File: src/rtl/ram_port_pkg.sv
// Shared types and helpers for the multi-channel async-memory port controller.
package ram_port_pkg;

  typedef enum logic [2:0] {
    IDLE,
    SETUP,
    ACCESS,
    HOLD,
    RECOV
  } ram_port_state_e;

  localparam int unsigned BYTE_LANES = 2;

  // ACCESS phase length; a programmed 0 still yields one strobe cycle.
  function automatic int unsigned acc_len(input int unsigned cfg);
    return (cfg == 0) ? 1 : cfg;
  endfunction

endpackage

File: src/rtl/ram_port_chan.sv
// One memory bus: request latch, SETUP/ACCESS/HOLD/RECOV sequencer and
// registered active-low strobes.
module ram_port_chan
  import ram_port_pkg::*;
#(
  parameter int unsigned ADDR_W = 23,
  parameter int unsigned DATA_W = 16,
  parameter int unsigned WAIT_W = 4
) (
  input  logic                  clk,
  input  logic                  rst,
  input  logic                  req,
  input  logic                  we,
  input  logic [BYTE_LANES-1:0] be,
  input  logic [ADDR_W-1:0]     addr,
  input  logic [DATA_W-1:0]     wdata,
  input  logic [WAIT_W-1:0]     acc_cyc,
  output logic [DATA_W-1:0]     rdata,
  output logic                  ack,
  output logic                  busy,
  output logic [ADDR_W-2:0]     mem_a,
  output logic [DATA_W-1:0]     mem_dout,
  input  logic [DATA_W-1:0]     mem_din,
  output logic                  mem_doe,
  output logic                  mem_cen,
  output logic                  mem_oen,
  output logic                  mem_wen,
  output logic                  mem_lbn,
  output logic                  mem_ubn
);

  ram_port_state_e       state_q, state_d;
  logic                  we_q, we_d;
  logic [BYTE_LANES-1:0] be_q, be_d;
  logic [ADDR_W-2:0]     addr_q, addr_d;
  logic [DATA_W-1:0]     wdata_q, wdata_d;
  logic [WAIT_W-1:0]     acc_q, acc_d;
  logic [WAIT_W-1:0]     cnt_q, cnt_d;
  logic [DATA_W-1:0]     rdata_q, rdata_d;
  logic                  ack_q, ack_d;
  logic                  busy_q, busy_d;
  logic                  doe_q, doe_d;
  logic                  cen_q, cen_d;
  logic                  oen_q, oen_d;
  logic                  wen_q, wen_d;
  logic                  lbn_q, lbn_d;
  logic                  ubn_q, ubn_d;
  logic                  in_seq, in_acc;
  logic                  unused_addr0;

  assign unused_addr0 = addr[0];

  always_comb begin
    state_d = state_q;
    we_d    = we_q;
    be_d    = be_q;
    addr_d  = addr_q;
    wdata_d = wdata_q;
    acc_d   = acc_q;
    cnt_d   = cnt_q;
    rdata_d = rdata_q;
    unique case (state_q)
      IDLE: begin
        if (req) begin
          we_d    = we;
          be_d    = be;
          addr_d  = addr[ADDR_W-1:1];
          wdata_d = wdata;
          acc_d   = acc_cyc;
          state_d = SETUP;
        end
      end
      SETUP: begin
        cnt_d   = WAIT_W'(acc_len(32'(acc_q)) - 1);
        state_d = ACCESS;
      end
      ACCESS: begin
        if (cnt_q == '0) begin
          if (!we_q) rdata_d = mem_din;
          state_d = HOLD;
        end else begin
          cnt_d = cnt_q - WAIT_W'(1);
        end
      end
      HOLD:    state_d = RECOV;
      RECOV:   state_d = IDLE;
      default: state_d = IDLE;
    endcase

    // Strobes are decoded from the next state so that the registered pins
    // line up with the phase the FSM is entering.
    in_seq = (state_d == SETUP) || (state_d == ACCESS) || (state_d == HOLD);
    in_acc = (state_d == ACCESS);
    cen_d  = !in_seq;
    oen_d  = !(in_acc && !we_d);
    wen_d  = !(in_acc && we_d && (be_d != '0));
    lbn_d  = !(in_acc && (!we_d || be_d[0]));
    ubn_d  = !(in_acc && (!we_d || be_d[1]));
    doe_d  = in_seq && we_d;
    ack_d  = (state_d == HOLD);
    busy_d = (state_d != IDLE);
  end

  always_ff @(posedge clk or posedge rst) begin
    if (rst) begin
      state_q <= IDLE;
      we_q    <= 1'b0;
      be_q    <= '0;
      addr_q  <= '0;
      wdata_q <= '0;
      acc_q   <= '0;
      cnt_q   <= '0;
      rdata_q <= '0;
      ack_q   <= 1'b0;
      busy_q  <= 1'b0;
      doe_q   <= 1'b0;
      cen_q   <= 1'b1;
      oen_q   <= 1'b1;
      wen_q   <= 1'b1;
      lbn_q   <= 1'b1;
      ubn_q   <= 1'b1;
    end else begin
      state_q <= state_d;
      we_q    <= we_d;
      be_q    <= be_d;
      addr_q  <= addr_d;
      wdata_q <= wdata_d;
      acc_q   <= acc_d;
      cnt_q   <= cnt_d;
      rdata_q <= rdata_d;
      ack_q   <= ack_d;
      busy_q  <= busy_d;
      doe_q   <= doe_d;
      cen_q   <= cen_d;
      oen_q   <= oen_d;
      wen_q   <= wen_d;
      lbn_q   <= lbn_d;
      ubn_q   <= ubn_d;
    end
  end

  assign rdata    = rdata_q;
  assign ack      = ack_q;
  assign busy     = busy_q;
  assign mem_a    = addr_q;
  assign mem_dout = wdata_q;
  assign mem_doe  = doe_q;
  assign mem_cen  = cen_q;
  assign mem_oen  = oen_q;
  assign mem_wen  = wen_q;
  assign mem_lbn  = lbn_q;
  assign mem_ubn  = ubn_q;

endmodule

File: src/rtl/ram_port_ctrl.sv
// Multi-channel async-memory port controller: CHANNELS independent buses,
// each with its own handshake and programmable ACCESS length.
module ram_port_ctrl
  import ram_port_pkg::*;
#(
  parameter int unsigned CHANNELS = 4,
  parameter int unsigned ADDR_W   = 23,
  parameter int unsigned DATA_W   = 16,
  parameter int unsigned WAIT_W   = 4
) (
  input  logic                             clk,
  input  logic                             rst,
  input  logic [CHANNELS-1:0]              req,
  input  logic [CHANNELS-1:0]              we,
  input  logic [BYTE_LANES*CHANNELS-1:0]   be,
  input  logic [ADDR_W*CHANNELS-1:0]       addr,
  input  logic [DATA_W*CHANNELS-1:0]       wdata,
  input  logic [WAIT_W*CHANNELS-1:0]       acc_cyc,
  output logic [DATA_W*CHANNELS-1:0]       rdata,
  output logic [CHANNELS-1:0]              ack,
  output logic [CHANNELS-1:0]              busy,
  output logic [(ADDR_W-1)*CHANNELS-1:0]   mem_a,
  output logic [DATA_W*CHANNELS-1:0]       mem_dout,
  input  logic [DATA_W*CHANNELS-1:0]       mem_din,
  output logic [CHANNELS-1:0]              mem_doe,
  output logic [CHANNELS-1:0]              mem_cen,
  output logic [CHANNELS-1:0]              mem_oen,
  output logic [CHANNELS-1:0]              mem_wen,
  output logic [CHANNELS-1:0]              mem_lbn,
  output logic [CHANNELS-1:0]              mem_ubn
);

  for (genvar g = 0; g < CHANNELS; g++) begin : g_chan
    ram_port_chan #(
      .ADDR_W(ADDR_W),
      .DATA_W(DATA_W),
      .WAIT_W(WAIT_W)
    ) u_chan (
      .clk     (clk),
      .rst     (rst),
      .req     (req[g]),
      .we      (we[g]),
      .be      (be[g*BYTE_LANES +: BYTE_LANES]),
      .addr    (addr[g*ADDR_W +: ADDR_W]),
      .wdata   (wdata[g*DATA_W +: DATA_W]),
      .acc_cyc (acc_cyc[g*WAIT_W +: WAIT_W]),
      .rdata   (rdata[g*DATA_W +: DATA_W]),
      .ack     (ack[g]),
      .busy    (busy[g]),
      .mem_a   (mem_a[g*(ADDR_W-1) +: (ADDR_W-1)]),
      .mem_dout(mem_dout[g*DATA_W +: DATA_W]),
      .mem_din (mem_din[g*DATA_W +: DATA_W]),
      .mem_doe (mem_doe[g]),
      .mem_cen (mem_cen[g]),
      .mem_oen (mem_oen[g]),
      .mem_wen (mem_wen[g]),
      .mem_lbn (mem_lbn[g]),
      .mem_ubn (mem_ubn[g])
    );
  end

endmodule

File: config.mk
export PLATFORM = sky130hd
export DESIGN_NAME = ram_port_ctrl
export DESIGN_NICKNAME = d
export VERILOG_FILES = /design/src/rtl/ram_port_pkg.sv /design/src/rtl/ram_port_chan.sv /design/src/rtl/ram_port_ctrl.sv
export SDC_FILE = /design/constraint.sdc
export NUM_CORES = 1
export LEC_CHECK = 0
export ABC_AREA = 1
export BUFFER_PORTS_ARGS = -buffer_cell sky130_fd_sc_hd__buf_4
export CAP_MARGIN = 0
export CORE_AREA = 2 2 193 195
export CTS_BUF_LIST = sky130_fd_sc_hd__clkbuf_8
export CTS_CLUSTER_SIZE = 30
export DETAILED_ROUTE_END_ITERATION = 12
export DIE_AREA = 0 0 195 197
export SLEW_MARGIN = 20
export SYNTH_ARGS = -nofsm -noshare
export SYNTH_HDL_FRONTEND = slang
export SYNTH_SLANG_ARGS = --single-unit
File: constraint.sdc
create_clock -name clk -period 21 [get_ports clk]
set_input_delay 4.2 -clock clk [delete_from_list [all_inputs] [get_ports clk]]
set_output_delay 4.2 -clock clk [all_outputs]
set_load 0.005 [all_outputs]
# After elaboration in Yosys (flattened, before gate mapping)
# Index checks and enable logic that the tools add are counted.
# word_totals
ff_bits,304
in_bits,254
out_inout_bits,248
wordCells,244
# op_classes
n_addsub,8
n_eq_ne,28
muxes,40
n_bitwise,4
n_reduce_logical,100
# op_table
cell,count
equality test 3 x 2 -> 1 bit (second input constant),16
case mux 3 bit (4 select lines),4
logical NOT 4 bit,8
two-way mux 4 bit,8
case mux 4 bit (2 select lines),4
subtractor 4 x 1 -> 4 bit (second input constant),8
equality test 3 x 1 -> 1 bit (second input constant),8
logical AND 1 bit,24
logical NOT 1 bit,24
two-way mux 3 bit,8
logical OR 1 bit,16
two-way mux 2 bit,8
AND reduction 2 bit,8
nonzero test 2 bit,8
logical NOT 3 bit,4
AND reduction 3 bit,4
nonzero test 3 bit,4
two-way mux 1 bit,8
inequality test 2 bit (second input constant),4
inverter 1 bit,4

# Longest topological paths before layout
# logic_depth
ltp_word,7
ltp_mapped,9
ltp_nobuf,9

# Hierarchy
# A second synthesis with hierarchy kept.
# unflattened
hier_cells,1197
area_unflattened_um2,12049.1
# modules_own_cells
module,n_inst,cells_each,area_per_inst_um2,seq_area_each_um2
ram_port_chan at g_chan[1].u_chan ...,3,299,3011.6,1908.1
ram_port_chan at g_chan[0].u_chan,1,300,3014.1,1908.1

# Worst setup path after synthesis
# No wires, ideal clock.
# synth_path
path_type,input -> register
from,input req[0]
to,register g_chan[0].u_chan.addr_q[0]
setup_ns,0.116
arrival_time_ns,4.784
t_required_ns,20.884
slack_ns,16.100
path_stages,5
path_buffers,2
path_cell_list,nand3_2 -> buf_2 -> buf_2 -> nand2_1 -> nand2_1
# synth_between
elab_chain_len,1
# synth_lines
item,line_no,text
start: declaration,ram_port_ctrl.sv:13,"input logic [CHANNELS-1:0] req,"
AND reduction 2 bit (no line),--,
end signal: assignment,ram_port_chan.sv:126,addr_q <= addr_d;
end: declaration,ram_port_chan.sv:35,"logic [ADDR_W-2:0] addr_q, addr_d;"
# No other way between the ends.
# A chain may end at the register's enable or synchronous reset.

# Worst setup path in the final report
# layout_path
from,input req[2]
to,register g_chan[2].u_chan.doe_q
# layout_between
elab_chain_len,6
word_cells_on_any_way,10
classes_between,3 x eq/ne; 4 x mux; 3 x reduce/logical
# layout_lines
item,line_no,text
two-way mux 3 bit,ram_port_chan.sv:64,if (req) begin
case mux 3 bit (4 select lines),ram_port_chan.sv:62,unique case (state_q)
equality test 3 x 1 -> 1 bit or equality test 3 x 2 -> 1 bit (tied branches),ram_port_chan.sv:92,in_seq = (state_d == SETUP) || (state_d == ACCESS) || (state_d == HOLD);
logical OR 1 bit (2 in series),ram_port_chan.sv:92,
logical AND 1 bit *,ram_port_chan.sv:99,doe_d = in_seq && we_d;
named net g_chan[2].u_chan.doe_d,ram_port_chan.sv:42,"logic doe_q, doe_d;"
end signal: assignment,ram_port_chan.sv:133,doe_q <= doe_d;
end: declaration,ram_port_chan.sv:42,
# The timed path passes the listed nets; every way through them passes the cells marked *.

==> key figures <==
Logic synthesis
  • Netlist cell types: 30
  • Post-synthesis average cell area: 9.258 µm²
  • Sequential fraction of the synthesis area: 62.88%
  • Synth cell count leaders: nand2_1, dfrtp_1, nand3_1
  • Main flop type after synthesis: dfrtp_1
  • Yosys warns: 0
  • Register bit total from synthesis: 304
  • Post-synth ARST share: 100.0%
  • Post-Syn Area: 12140 µm²
  • Synth area leaders: dfrtp_1, nand2_1, dfstp_2
  • Post-synth net total: 1569
  • Area leader, netlist: dfrtp_1
  • Number of enable flip-flop cells after synthesis: 0
  • Post-Syn Instances: 1311
  • Most common cell in the netlist: nand2_1
  • Synth top area share: 58.55%

STA
  • Unrepaired setup endpoints after global routing: no
  • Worst slew margin: 37.37%
  • # setup viols final: 0
  • Fin crit period: 6013 ps
  • Pins over their slew limit: 0
  • Hold Vio Cnt, Final: 0
  • Measured slew at the worst slew-check pin: 938.3 ps
  • Final Cycle Share: 28.63%
  • Setup TNS Final: 0 ps
  • Clk_skew: 20.68 ps
  • FMAX: 166.3 MHz

Clock network
  • Later-pin clock latency in the skew report: 580 ps
  • Clock Sinks: 304
  • Clk buf depth: 3
  • Hold_buf cts: 0
  • Post_cts resized: 0
  • Cts bufs inserted: 51
  • # Post-CTS Setup Buffers: 0
  • Clock transition at path regs: 60 ps
  • Root Buffer: clkbuf_8
  • H-Tree Depth: 2
  • TritonCTS clock tree: built

Setup path
  • Critical path data required time: 21490 ps
  • Reg2Reg Depth: 7
  • Critical Path, Cell by Cell: buf_4 > nand3_2 > inv_2 > nor2_1 > nand2_1 > inv_2 > nor2_1
  • WP data arrival: 6500 ps
  • Crit path launch: req[2]
  • CP startpoint kind: input port
  • Setup crit end kind: register
  • Setup slack, reg-to-reg: 18060 ps
  • RR Startpoint: g_chan[2].u_chan.state_q[1]
  • WS Path Type: in -> reg
  • Max FO, Critical Path: 48
  • Critical Path Sink: g_chan[2].u_chan.mem_doe
  • Worst r2r dst: g_chan[2].u_chan.mem_doe
  • Worst path slowest cell: inv_2
  • Largest stage delay, worst path: 990 ps

Outcome
  • Outcome: finished clean

Place
  • Port bufs: 497
  • Placed standard-cell area: 16040 µm²
  • Final GP Congestion: 0.8397
  • DPL Wire Length: 25.09 mm

GRT
  • Overall Global Routing Usage: 18.19%
  • Initial antenna violation count: 2
  • First-pass GRT wire length: 55.43 mm
  • Largest net degree at the start of global routing: 107
  • Grt ovf: 0
  • Vias in the first global route: 10303

Detailed routing
  • # DRC: 0
  • Routed wl met2: 17.32 mm
  • Via count: 10148
  • Drt pass-1 iters: 4
  • Final ANT Viol Nets: 0
  • Drt total wl: 35.47 mm
  • Vias/cell: 4.406
  • Initial DRC Count: 493
  • Top Layer Used: met5
  • DR WL/cell: 15.40 µm
  • Met1 Routed Length: 14.77 mm
  • Routed wl met3: 2.657 mm

Pwr
  • VDD IR max: 0.00006147 V
  • Cell Pwr Density: 152.0 nW/µm²
  • Pleak: 9.438 nW

Floorplanning
  • Die area: 38420 µm²
  • Cell Rows: 70
  • Initial core utilization: 33.47%
  • Top Ports: 502
  • Die H: 197 µm
  • DIE WIDTH: 195 µm
  • Core area: 36260 µm²

Hold path
  • Worst min-delay path category: reg -> reg

Layout
  • Filler cells: 3552
  • Area Overhead vs Synth: 40.46%
  • Design area: 17050 µm²
  • Layout cell share with drive strength beyond 1: 35.02%
  • Final #Nets: 2049

Flow run
  • Max-Cap Viols: 0
[critical path: cells and delay by family]
family | cells | cell delay (ps)
buffers and inverters | 3 | 1120
and+or+nand+nor | 4 | 1130
[worst min-delay path by stage]
stage                                      startpoint                     endpoint  slack [ps]  cells after the start
after floorplan           g_chan[0].u_chan.state_q[2]  g_chan[0].u_chan.state_q[2]         440                      1
after global placement      g_chan[2].u_chan.rdata[6]    g_chan[2].u_chan.rdata[6]         460                      2
after detailed placement   g_chan[2].u_chan.rdata[10]   g_chan[2].u_chan.rdata[10]         460                      2
after CTS                  g_chan[0].u_chan.rdata[12]   g_chan[0].u_chan.rdata[12]         480                      2
after global routing       g_chan[0].u_chan.rdata[15]   g_chan[0].u_chan.rdata[15]         490                      2
final                      g_chan[0].u_chan.rdata[12]   g_chan[0].u_chan.rdata[12]         470                      2
[power breakdown]
group | switching (W) | internal [W] | leakage, nW | total (W)
registers | 0.000153 | 0.000877 | 3.68 | 0.00103
clock network | 0.000233 | 0.000275 | 0.619 | 0.000508
logic | 0.000555 | 0.000498 | 5.14 | 0.00105
total | 0.000942 | 0.00165 | 9.44 | 0.00259
[logic make-up after synthesis]
family / share of synthesized area, %
and+or+nand+nor: 26.66
DFF: 62.88
buffers and inverters: 5.968
AOI/OAI and AO/OA: 2.144
muxes: 1.794
adders and majority gates: 0.4123
xor gates and xnor gates: 0.1443
[cell usage in the layout (no fill, tap or decap), types with 5 or more instances in the layout]
cell,instances
o21ai_0,28
nand4_1,10
o21ai_1,10
inv_2,10
dfrtp_1,284
nor2_1,22
clkbuf_8,61
nor3_1,5
nand2_2,5
inv_1,75
dfstp_2,20
mux2_4,10
nor2_4,5
nand2_1,678
buf_4,507
nand3_1,63
mux2_2,6
[metal layers]
metal	vias to the layer above	GRT usage, %
li1	5001	-
met1	4742	22.48
met2	350	30.87
met3	53	5.270
met4	2	5.570
met5	-	0
[flip-flops by register name (all words and copies together), names as in the netlist]
name and flops:
g_chan.u_chan.we_q 4, g_chan.u_chan.mem_cen 4, g_chan.u_chan.mem_wen 4, g_chan.u_chan.mem_oen 4, g_chan.u_chan.be_q 8, g_chan.u_chan.mem_doe 4
g_chan.u_chan.mem_a 88, g_chan.u_chan.mem_dout 64, g_chan.u_chan.busy 4, g_chan.u_chan.ack 4, g_chan.u_chan.acc_q 16, g_chan.u_chan.cnt_q 16
g_chan.u_chan.mem_lbn 4, g_chan.u_chan.mem_ubn 4, g_chan.u_chan.state_q 12, g_chan.u_chan.rdata 64
[layout make-up]
class | instances | area [µm²] | area share, %
Antenna cell | 2 | 5.005 | 0.02936
Clock buffer | 61 | 839.6 | 4.924
Clock inverter | 34 | 161.4 | 0.9467
Inverter | 60 | 232.7 | 1.365
Multi-Input combinational cell | 867 | 3786 | 22.21
Sequential cell | 304 | 7632 | 44.77
Tap cell | 468 | 585.6 | 3.435
Timing Repair Buffer | 507 | 3806 | 22.32
[metrics by stage]
step	hold slack (ps)	util, %	total power (W)	setup WS, ps	instances
detailed placement	460.5	44.24	0.002107	14250	2206
global placement	455.5	44.24	0.002087	14240	2206
floorplan	440.2	-	0.001576	8430	1311
finish	470.8	47.02	0.002591	14990	2303
CTS	475.2	47.00	0.002632	14890	2301
global route	489.0	47.01	0.002805	14630	2302
Power figures use the tool's default switching activity.
